--- src/rtl/checkers_pkg.sv ---
// Shared checkers constants: board geometry and bitboard-scanner state encoding.
// The ALU and move-list builder reuse BOARD_W from here.
package checkers_pkg;
  localparam int BOARD_W = 32;
  localparam int IDX_W   = 5;

  typedef enum logic {
    SCAN_IDLE = 1'b0,
    SCAN_EMIT = 1'b1
  } scan_state_e;
endpackage

--- src/rtl/lsb_index.sv ---
// Lowest-set-bit priority encoder over a bitboard, plus a flag telling whether
// at most one bit is set (the board is on its final square).
module lsb_index
  import checkers_pkg::*;
#(
  parameter int BOARD_W = checkers_pkg::BOARD_W,
  parameter int IDX_W   = checkers_pkg::IDX_W
) (
  input  logic [BOARD_W-1:0] board,
  output logic [IDX_W-1:0]   index,
  output logic               one_hot_or_zero
);

  // Scan from the top so the lowest set bit is the last one written.
  always_comb begin
    index = '0;
    for (int i = BOARD_W - 1; i >= 0; i--) begin
      if (board[i]) index = IDX_W'(i);
    end
  end

  assign one_hot_or_zero = ~|(board & (board - BOARD_W'(1)));

endmodule

--- src/rtl/bitboard_scanner.sv ---
// Streams the square index of every set bit of an accepted bitboard, lowest
// first, one beat per cycle; a zero board yields a single "none" beat.
module bitboard_scanner
  import checkers_pkg::*;
#(
  parameter int BOARD_W = checkers_pkg::BOARD_W,
  parameter int IDX_W   = checkers_pkg::IDX_W
) (
  input  logic               clock,
  input  logic               reset,
  input  logic               in_valid,
  output logic               in_ready,
  input  logic [BOARD_W-1:0] in_board,
  output logic               out_valid,
  input  logic               out_ready,
  output logic [IDX_W-1:0]   out_index,
  output logic [IDX_W-1:0]   out_seq,
  output logic               out_last,
  output logic               out_none,
  output logic               busy
);

  scan_state_e        state_q, state_d;
  logic [BOARD_W-1:0] board_q, board_d;
  logic [IDX_W-1:0]   seq_q, seq_d;
  logic               none_q, none_d;

  logic [IDX_W-1:0]   lsb_idx;
  logic               lsb_oh;
  logic               emit;
  logic               beat_xfer;
  logic               load;

  lsb_index #(
    .BOARD_W (BOARD_W),
    .IDX_W   (IDX_W)
  ) u_lsb (
    .board           (board_q),
    .index           (lsb_idx),
    .one_hot_or_zero (lsb_oh)
  );

  // Outputs are gated by state so a stale board_q never leaks while idle.
  assign emit      = (state_q == SCAN_EMIT);
  assign out_valid = emit;
  assign out_index = (emit && !none_q) ? lsb_idx : '0;
  assign out_seq   = emit ? seq_q : '0;
  assign out_last  = emit & (none_q | lsb_oh);
  assign out_none  = emit & none_q;
  assign busy      = emit;

  assign beat_xfer = out_valid & out_ready;
  assign in_ready  = ~emit | (beat_xfer & out_last);
  assign load      = in_valid & in_ready;

  always_comb begin
    state_d = state_q;
    board_d = board_q;
    seq_d   = seq_q;
    none_d  = none_q;
    if (load) begin
      board_d = in_board;
      seq_d   = '0;
      none_d  = (in_board == '0);
      state_d = SCAN_EMIT;
    end else if (beat_xfer) begin
      if (out_last) begin
        state_d = SCAN_IDLE;
      end else begin
        board_d = board_q & (board_q - BOARD_W'(1));
        seq_d   = seq_q + IDX_W'(1);
      end
    end
  end

  always_ff @(posedge clock or negedge reset) begin
    if (!reset) begin
      state_q <= SCAN_IDLE;
      board_q <= '0;
      seq_q   <= '0;
      none_q  <= 1'b0;
    end else begin
      state_q <= state_d;
      board_q <= board_d;
      seq_q   <= seq_d;
      none_q  <= none_d;
    end
  end

endmodule

--- config.mk ---
export PLATFORM = sky130hd
export DESIGN_NAME = bitboard_scanner
export DESIGN_NICKNAME = d
export VERILOG_FILES = /design/src/rtl/checkers_pkg.sv /design/src/rtl/lsb_index.sv /design/src/rtl/bitboard_scanner.sv
export SDC_FILE = /design/constraint.sdc
export NUM_CORES = 1
export LEC_CHECK = 0
export ABC_AREA = 0
export ABC_CLOCK_PERIOD_IN_PS = 8650
export CORE_MARGIN = 8
export CORE_UTILIZATION = 58
export DETAILED_ROUTE_END_ITERATION = 10
export PLACE_DENSITY_LB_ADDON = 0.15
export SYNTH_ARGS = -nofsm -noshare
export SYNTH_HDL_FRONTEND = slang
export SYNTH_SLANG_ARGS = --single-unit
export TNS_END_PERCENT = 1
--- constraint.sdc ---
create_clock -name clock -period 8.65 [get_ports clock]
set_input_delay 2.595 -clock clock [delete_from_list [all_inputs] [get_ports clock]]
set_output_delay 2.595 -clock clock [all_outputs]
set_load 0.01 [all_outputs]
After elaboration in Yosys (flattened, before gate mapping):

Cells that the tools add are included.

* mux-type cells: 43
* bitwise operators: 9
* reductions and logical operators: 9
* $add $sub $neg: 2
* eq/ne operators: 1

Operator list (count)
* $mux W5: 37
* $mux W32: 3
* $and A32 B32 Y32: 1
* $logic_not A32 Y1: 1
* $reduce_or A32 Y1: 1
* $sub A32 B1 Y32 const B: 1
* $add A5 B1 Y5 const B: 1
* $and A1 B1 Y1: 5
* $reduce_and A2 Y1: 2
* $reduce_bool A2 Y1: 2
* $mux W1: 3
* $logic_not A1 Y1: 2
* $ne A2 B1 Y1 const B: 1
* $or A1 B1 Y1: 2
* $logic_and A1 B1 Y1: 1
* $not A1 Y1: 1

* register bits: 39
* bits of input ports: 36
* output and inout bits: 15

Longest topological paths before layout:

Gate-level depths: netlist of run 1.

* depth after elaboration: 33
* depth in mapped cells: 12
* mapped depth without buffers: 8

By module:

A second synthesis of run 1 with hierarchy kept.

* cell total of the unflattened synthesis: 337
* area total of the unflattened synthesis: 2874.0 um^2

By module, submodules not included
* bitboard_scanner: times used 1, area each 2145.8 um^2, cells each 218, seq. area each 975.9 um^2
* lsb_index: times used 1, area each 728.2 um^2, cells each 119, seq. area each 0.0 um^2

Worst setup path before layout of run 1:

OpenSTA, ideal clock, no wires.

* kind: input port to output port
* from: input port out_ready
* to: output port in_ready
* arrival: 2.991 ns
* cell stages on the path: 3
* setup slack: 3.064 ns
* path through: nor2b_1 > clkbuf_1 > nor2_1

* longest elaborated chain between the ends: 3

Ends and longest elaborated chain
* from (decl): RTL line bitboard_scanner.sv:15 `input logic out_ready,`
* $and A1 B1 Y1: RTL line bitboard_scanner.sv:52 `assign beat_xfer = out_valid & out_ready;`
* $and A1 B1 Y1: RTL line bitboard_scanner.sv:53 `assign in_ready = ~emit | (beat_xfer & out_last);`
* $or A1 B1 Y1: RTL line bitboard_scanner.sv:53
* to (decl): RTL line bitboard_scanner.sv:12 `output logic in_ready,`

Every way passes these cells.

Worst setup path after layout of run 1:

* from: register board_q[1]
* to: output port in_ready

* longest elaborated chain between the ends: 8

Ends and longest elaborated chain
* from (decl): RTL line bitboard_scanner.sv:24 `logic [BOARD_W-1:0] board_q, board_d;`
* from (signal assigned): RTL line bitboard_scanner.sv:84 `board_q <= board_d;`
* $sub A32 B1 Y32: RTL line lsb_index.sv:22 `assign one_hot_or_zero = ~|(board & (board - BOARD_W'(1)));`
* $and A32 B32 Y32 *: RTL line lsb_index.sv:22
* $reduce_or A32 Y1 *: RTL line lsb_index.sv:22
* $logic_not A1 Y1 *: RTL line lsb_index.sv:22
* $or A1 B1 Y1 *: RTL line bitboard_scanner.sv:48 `assign out_last = emit & (none_q | lsb_oh);`
* $and A1 B1 Y1 *: RTL line bitboard_scanner.sv:48
* $and A1 B1 Y1 *: RTL line bitboard_scanner.sv:53
* $or A1 B1 Y1 *: RTL line bitboard_scanner.sv:53

Mark *: on every way between the ends. The rest lies on a longest branch, timed or not.

==> results of run 1 <==
## worst register-to-register path: stages (launching register included)
cell and delay (ns):
dfrtp_1 0.50, nor4_2 0.86, nand4_1 0.66, o31ai_1 0.43
nand4_1 0.18, a2111oi_4 0.47, a21oi_4 0.11, buf_4 0.29
or2_1 0.59, mux2_2 0.40
## flip-flops by register name (all words and copies together) (netlist names)
name / flops
none_q: 1
seq_q: 5
board_q: 32
busy: 1
## synthesized netlist by cell type, drive strengths merged, types with 4 or more instances
| cell type | n |
|---|---|
| nor3 | 12 |
| a21o | 5 |
| nor2 | 19 |
| o31ai | 7 |
| o31a | 5 |
| o22a | 9 |
| nor4 | 16 |
| a211oi | 4 |
| and2 | 7 |
| clkbuf | 16 |
| or4 | 6 |
| nand2 | 21 |
| o221ai | 6 |
| dfrtp | 39 |
| or3 | 5 |
| inv | 23 |
| a31oi | 4 |
| buf | 11 |
| nand3 | 9 |
| or2 | 4 |
| a21oi | 21 |
| nand2b | 5 |
| o21ai | 19 |
| nand4 | 6 |
| a22o | 4 |
| o22ai | 11 |
| mux2 | 5 |
## per-stage QoR
step	std cells	hold slack, ns	util, %
after detailed placement	433	0.5352	70.64
after CTS	441	0.5536	72.34
after global placement	433	0.5234	70.64
after floorplan	340	0.4903	-
final	441	0.5501	72.34
after global routing	441	0.5760	72.34
## routing by layer
metal  vias to the layer above  GRT usage (%)  share of wire (%)
met1                      1417          28.79                 42
met3                        23          6.522                 10
met4                         0          8.138                2.0
met5                         -              0                  0
li1                       1383              -                  -
met2                       171          36.04                 46
## layout make-up
| class | count | area, sq um |
|---|---|---|
| Multi-Input combinational cell | 251 | 1717 |
| Fill cell | 394 | 1324 |
| Sequential cell | 39 | 975.9 |
| Timing Repair Buffer | 53 | 518.0 |
| Inverter | 23 | 86.33 |
| Tap cell | 67 | 83.83 |
| Clock buffer | 7 | 76.32 |
| Clock inverter | 1 | 5.005 |
## logic make-up (layout without fill, tap and decap cells)
family / after synthesis / in the layout / synth area share, %
AO/OA/AOI/OAI: 123 / 123 / 31.88
adder cells (fa/ha/maj): 3 / 3 / 1.122
buffers and inverters: 50 / 84 / 7.420
flip-flops: 39 / 39 / 33.65
multiplexers: 8 / 8 / 2.977
AND/OR/NAND/NOR: 117 / 117 / 22.95
## worst min-delay path by stage
stage	depth (start not counted)	end	slack [ns]
2_1_floorplan	2	none_q$_DFFE_PN0P_	0.49
3_5_place_dp	1	seq_q[1]$_DFFE_PN0P_	0.54
3_3_place_gp	1	seq_q[1]$_DFFE_PN0P_	0.52
5_1_grt	1	seq_q[1]$_DFFE_PN0P_	0.58
6_report	1	seq_q[1]$_DFFE_PN0P_	0.55
4_1_cts	1	seq_q[1]$_DFFE_PN0P_	0.55
==> impl_results.md, run 1 <==
- Gr ovfl total: 0
- Root Driver: clkbuf_8
- Worst-skew pair later-pin latency: around 0.30 ns
- Commonest non-fill, non-tap cells in the layout: 49 x clkdlybuf4s50_1, 39 x dfrtp_1, 23 x inv_1
- First-pass GRT wire length: roughly 14000 um
- Pin count of the biggest net entering global routing: 46
- Post-route setup TNS: 0 ns
- Post-synthesis instance area: 0.002900 sq mm
- Top Ports: 51
- Max Clk Rate: about 150 MHz
- Slew Viols, Final: 0
- Critical path startpoint: board_q[1]$_DFFE_PN0P_
- GPL Wtd Cong: between 1 and 1.5
- Clk_skew: 0.007255 ns
- Clk slew on worst S/H paths: around 0.080 ns
- Mean Syn Cell Area: 8.530 sq um
- CP arrival: about 4.2 ns
- HPWL Detailed: 5959 um
- CP bufs+invs: 1
- Final WL: approximately 8500 um
- Endpoint of the worst-slack reg-to-reg timing path: board_q[2]$_DFFE_PN0P_
- Syn nets: approximately 380
- DP Worst Slack: a little under 2 ns
- DIE AREA: ~0.0075 sq mm
- Critical Path Start Type: register
- Area Growth Syn to Fin: 19.37%
- Chip width: approximately 87 um
- R2R depth: 9
- PortBufs: 50
- Drt pass-1 iters: 5
- Warnings from Yosys: 0
- Cell Rows: 25
- Worst r2r src: board_q[1]$_DFFE_PN0P_
- Main synth FF type: dfrtp_1
- Critical path depth in cells: 8
- Asr flop ratio synth: 100.0%
- Number of global-route vias before repair: 2802
- Inserted Diodes: 0
- Initial antenna violation count: 0
- Post-route cell area: 0.003462 sq mm
- Seq/Total Area, Yosys: 33.65%
- Slew margin rel.: 33.40%
- Post-synth EDFFs: 0
- Wire per inst: 19.17 um
- Worst setup margin: approximately 1.8 ns
- CTS resizes: 0
- H-tree Lvls: 2
- Period utilization: 78.87%
- Slowest CP cell: nor4_2
- Crit. End Element: primary output
- Most common cell after layout, fill and taps aside: clkdlybuf4s50_1
- Final layout net count: slightly above 400
- GR Util All Layers: 22.81%
- Post-route DRC: 0
- Syn Inst Count: 340
- CORE AREA: 0.004786 sq mm
- CTS tree: done
- Clock buffer depth: 2
- Biggest area consumer among synthesized cells: dfrtp_1
- Vias post-DR: 2994
- Reg2Reg Setup Slack: between 4 and 5 ns
- Cells along the critical path: nor4_2 -> nand4_1 -> o31ai_1 -> nand4_1 -> a2111oi_4 -> a21oi_4 -> nor2_1 -> clkdlybuf4s50_1
- CTS sink count: 39
- Slowest stage delay, CP: 0.86 ns
- ANT nets after route: 0
- Initial Util: about three fifths
- Total CTS buffers: 5
- Unrepaired setup endpoints after global routing: no
- Post-CTS Setup Inserts: 0
- Most frequent CP cell: nand4_1
- Max-Cap Viols: 0
- Post-synth cell types: 63
- Worst Path Max Fanout: 12
- Hold Path Class: reg -> reg
- Synth top area share: between 30% and 40%
- Critical path class: reg -> out
- Post-synthesis register bit count: 39
- Hold_sp: seq_q[1]$_DFFE_PN0P_
- Share of cells above drive strength 1: 7.754%
- Delay-heaviest family, CP: simple AND/OR/NAND/NOR gates
- Vias/cell: a little under 7
- Post-route minimum period: 6.822 ns
- Die Height: a little under 90 um
- Critical Path RT: 6.06 ns
- Crit path to: in_ready
- Final setup viols: 0
- DP Area: 0.003381 sq mm
- Top cells by area, synth: dfrtp_1 34%, a21oi_1 3.5%, inv_1 3.0%
- Post-cts hold buffer count: 0
- Initial DRC count: 352
- Hold Vio Cnt, Final: 0
- Worst Tran Pin Value: 0.9958 ns
- Status: finished clean
Power of run 1 is not shown: default switching activity piles up to over one toggle a cycle in this logic, so the estimate is an artifact.
==> run 2, diff against run 1 <==
--- a/config.mk
+++ b/config.mk
@@ -6,9 +6,9 @@
 export NUM_CORES = 1
 export LEC_CHECK = 0
 export ABC_AREA = 0
-export ABC_CLOCK_PERIOD_IN_PS = 8650
+export ABC_CLOCK_PERIOD_IN_PS = 6270
 export CORE_MARGIN = 8
-export CORE_UTILIZATION = 58
+export CORE_UTILIZATION = 48
 export DETAILED_ROUTE_END_ITERATION = 10
 export PLACE_DENSITY_LB_ADDON = 0.15
 export SYNTH_ARGS = -nofsm -noshare
==> constraint.sdc (replaced) <==
create_clock -name clock -period 6.27 [get_ports clock]
set_input_delay 1.881 -clock clock [delete_from_list [all_inputs] [get_ports clock]]
set_output_delay 1.881 -clock clock [all_outputs]
set_load 0.01 [all_outputs]
==> impl_results.md, run 2 (synthesis results as in run 1) <==
- Unrepaired setup endpoints after global routing: no (unchanged)
- Period utilization: 87.90%
- Worst-skew pair later-pin latency: 0.30 ns (about the same)
- Largest regs: board_q: 32 flops, seq_q: 5 flops (unchanged)
- GR Util All Layers: 20.32% (was 22.81%)
- Hold_sp: none_q$_DFFE_PN0P_ (was seq_q[1]$_DFFE_PN0P_)
- Endpoint of the worst-slack reg-to-reg timing path: board_q[11]$_DFFE_PN0P_ (was board_q[2]$_DFFE_PN0P_)
- Worst r2r src: board_q[8]$_DFFE_PN0P_ (was board_q[1]$_DFFE_PN0P_)
- Vias post-DR: 2940 (was 2994)
- Top reg by flops: board_q (unchanged)
- PortBufs: 50 (unchanged)
- Post-route minimum period: 5.511 ns
- GPL Wtd Cong: 0.9690 (was 1.009)
- Slowest CP cell: clkdlybuf4s50_1 (was nor4_2)
- Vias/cell: 6.519 (was 6.789)
- Inserted Diodes: 0 (unchanged)
- Area Growth Syn to Fin: 21.48% (was 19.37%)
- Clk slew on worst S/H paths: 0.08 ns (about the same)
- Worst Path Max Fanout: 12 (unchanged)
- Multi-input gate area: 0.001717 sq mm (unchanged)
- Most common cell after layout, fill and taps aside: clkdlybuf4s50_1 (unchanged)
- Worst Tran Pin Value: 0.8923 ns (was 0.9958 ns)
- Most frequent CP cell: nand4_1 (unchanged)
- Gr ovfl total: 0 (unchanged)
- Final setup viols: 0 (unchanged)
- Share of cells above drive strength 1: 8.777% (was 7.754%)
- Critical path class: reg -> out (unchanged)
- R2R depth: 9 (unchanged)
- DIE AREA: 0.008785 sq mm (was 0.007519 sq mm)
- Max reg flops: 32 (unchanged)
- Crit path to: in_ready (unchanged)
- Die Height: 93.73 um (was 86.72 um)
- Root Driver: clkbuf_8 (unchanged)
- Drt pass-1 iters: 5 (unchanged)
- FF/Latch Area: 975.9 sq um (unchanged)
- CTS sink count: 39 (unchanged)
- Initial DRC count: 259 (was 352)
- Pin count of the biggest net entering global routing: 46 (unchanged)
- Initial antenna violation count: 0 (unchanged)
- Clock buffer depth: 2 (unchanged)
- CTS tree: done (unchanged)
- Post-route setup TNS: 0 ns (unchanged)
- Chip width: 93.73 um (was 86.72 um)
- Slew margin rel.: 40.51% (was 33.40%)
- H-tree Lvls: 2 (unchanged)
- Final WL: 8731 um (was 8456 um)
- Critical path depth in cells: 8 (unchanged)
- First-pass GRT wire length: 14260 um (was 13700 um)
- Slew Viols, Final: 0 (unchanged)
- Max-Cap Viols: 0 (unchanged)
- Fill cells: 560 (was 394)
- Critical Path Start Type: register (unchanged)
- Cells along the critical path: nor4_4 -> nand4_1 -> o31ai_1 -> nand4_1 -> a2111oi_4 -> a21oi_4 -> nor2_1 -> clkdlybuf4s50_1 (was nor4_2 -> nand4_1 -> o31ai_1 -> nand4_1 -> a2111oi_4 -> a21oi_4 -> nor2_1 -> clkdlybuf4s50_1)
- Max Clk Rate: 181.4 MHz
- Slowest stage delay, CP: 0.56 ns (was 0.86 ns)
- Wire per inst: 19.36 um (was 19.17 um)
- Total CTS buffers: 5 (unchanged)
- CP arrival: 3.63 ns (was 4.23 ns)
- Top Ports: 51 (unchanged)
- Reg2Reg Setup Slack: 2.22 ns (was 4.06 ns)
- Cell Rows: 28 (was 25)
- Clk_skew: 0.008286 ns (was 0.007255 ns)
- Initial Util: 49.28% (was 60.60%)
- Commonest non-fill, non-tap cells in the layout: 49 x clkdlybuf4s50_1, 39 x dfrtp_1, 23 x inv_1 (unchanged)
- Number of global-route vias before repair: 2811 (was 2802)
- CTS resizes: 0 (unchanged)
- HPWL Detailed: 6232 um (was 5959 um)
- Delay-heaviest family, CP: simple AND/OR/NAND/NOR gates (unchanged)
- Status: finished clean (unchanged)
- Crit. End Element: primary output (unchanged)
- Post-CTS Setup Inserts: 0 (unchanged)
- ANT nets after route: 0 (unchanged)
- Critical Path RT: 4.39 ns (was 6.06 ns)
- Critical path startpoint: board_q[8]$_DFFE_PN0P_ (was board_q[1]$_DFFE_PN0P_)
- Final layout net count: 412 (was 410)
- CORE AREA: 0.005886 sq mm (was 0.004786 sq mm)
- Hold Vio Cnt, Final: 0 (unchanged)
- CP bufs+invs: 1 (unchanged)
- Post-route DRC: 0 (unchanged)
- Post-cts hold buffer count: 0 (unchanged)
- Hold Path Class: reg -> reg (unchanged)
[run 2: worst min path at each step]
| stage | to | slack, ns | depth (start not counted) |
|---|---|---|---|
| 2_1_floorplan | none_q$_DFFE_PN0P_ | 0.49 | 2 |
| 3_3_place_gp | none_q$_DFFE_PN0P_ | 0.52 | 2 |
| 3_5_place_dp | seq_q[1]$_DFFE_PN0P_ | 0.54 | 1 |
| 4_1_cts | seq_q[1]$_DFFE_PN0P_ | 0.56 | 1 |
| 5_1_grt | none_q$_DFFE_PN0P_ | 0.59 | 2 |
| 6_report | none_q$_DFFE_PN0P_ | 0.55 | 2 |
[run 2: worst min-delay path: stages (launching register included)]
cell and delay, ns:
dfrtp_1 0.37, nand2_1 0.10, o31ai_4 0.06
[run 2: cell type report]
type	instances	share of cell area [%]
well taps	75	2.663
clock inverters	2	0.9943
repair buffers	55	15.13
flip-flops and latches	39	27.70
clock buffers	6	2.344
multi-input cells	251	48.72
inverters	23	2.450
[run 2: metrics by stage]
| step | utilization, % | cell area [sq um] | hold WS [ns] | setup slack [ns] | std cells |
|---|---|---|---|---|---|
| floorplan | - | 2900 | 0.4903 | 1.965 | 340 |
| global route | 59.86 | 3523 | 0.5913 | 0.4146 | 451 |
| finish | 59.86 | 3523 | 0.5526 | 0.7587 | 451 |
| global placement | 57.87 | 3406 | 0.5163 | 1.185 | 443 |
| CTS | 59.86 | 3523 | 0.5597 | 0.7733 | 451 |
| detailed placement | 57.87 | 3406 | 0.5409 | 1.109 | 443 |
[run 2: per-layer routing]
| layer | up-vias | track usage [%] | wire [um] |
|---|---|---|---|
| met4 | 0 | 5.152 | 129 |
| met1 | 1420 | 26.89 | 3845 |
| met2 | 125 | 32.56 | 4066 |
| met3 | 13 | 4.556 | 688 |
| li1 | 1382 | - | - |
| met5 | - | 0 | 0 |
Power of run 2 is left out for the same reason.
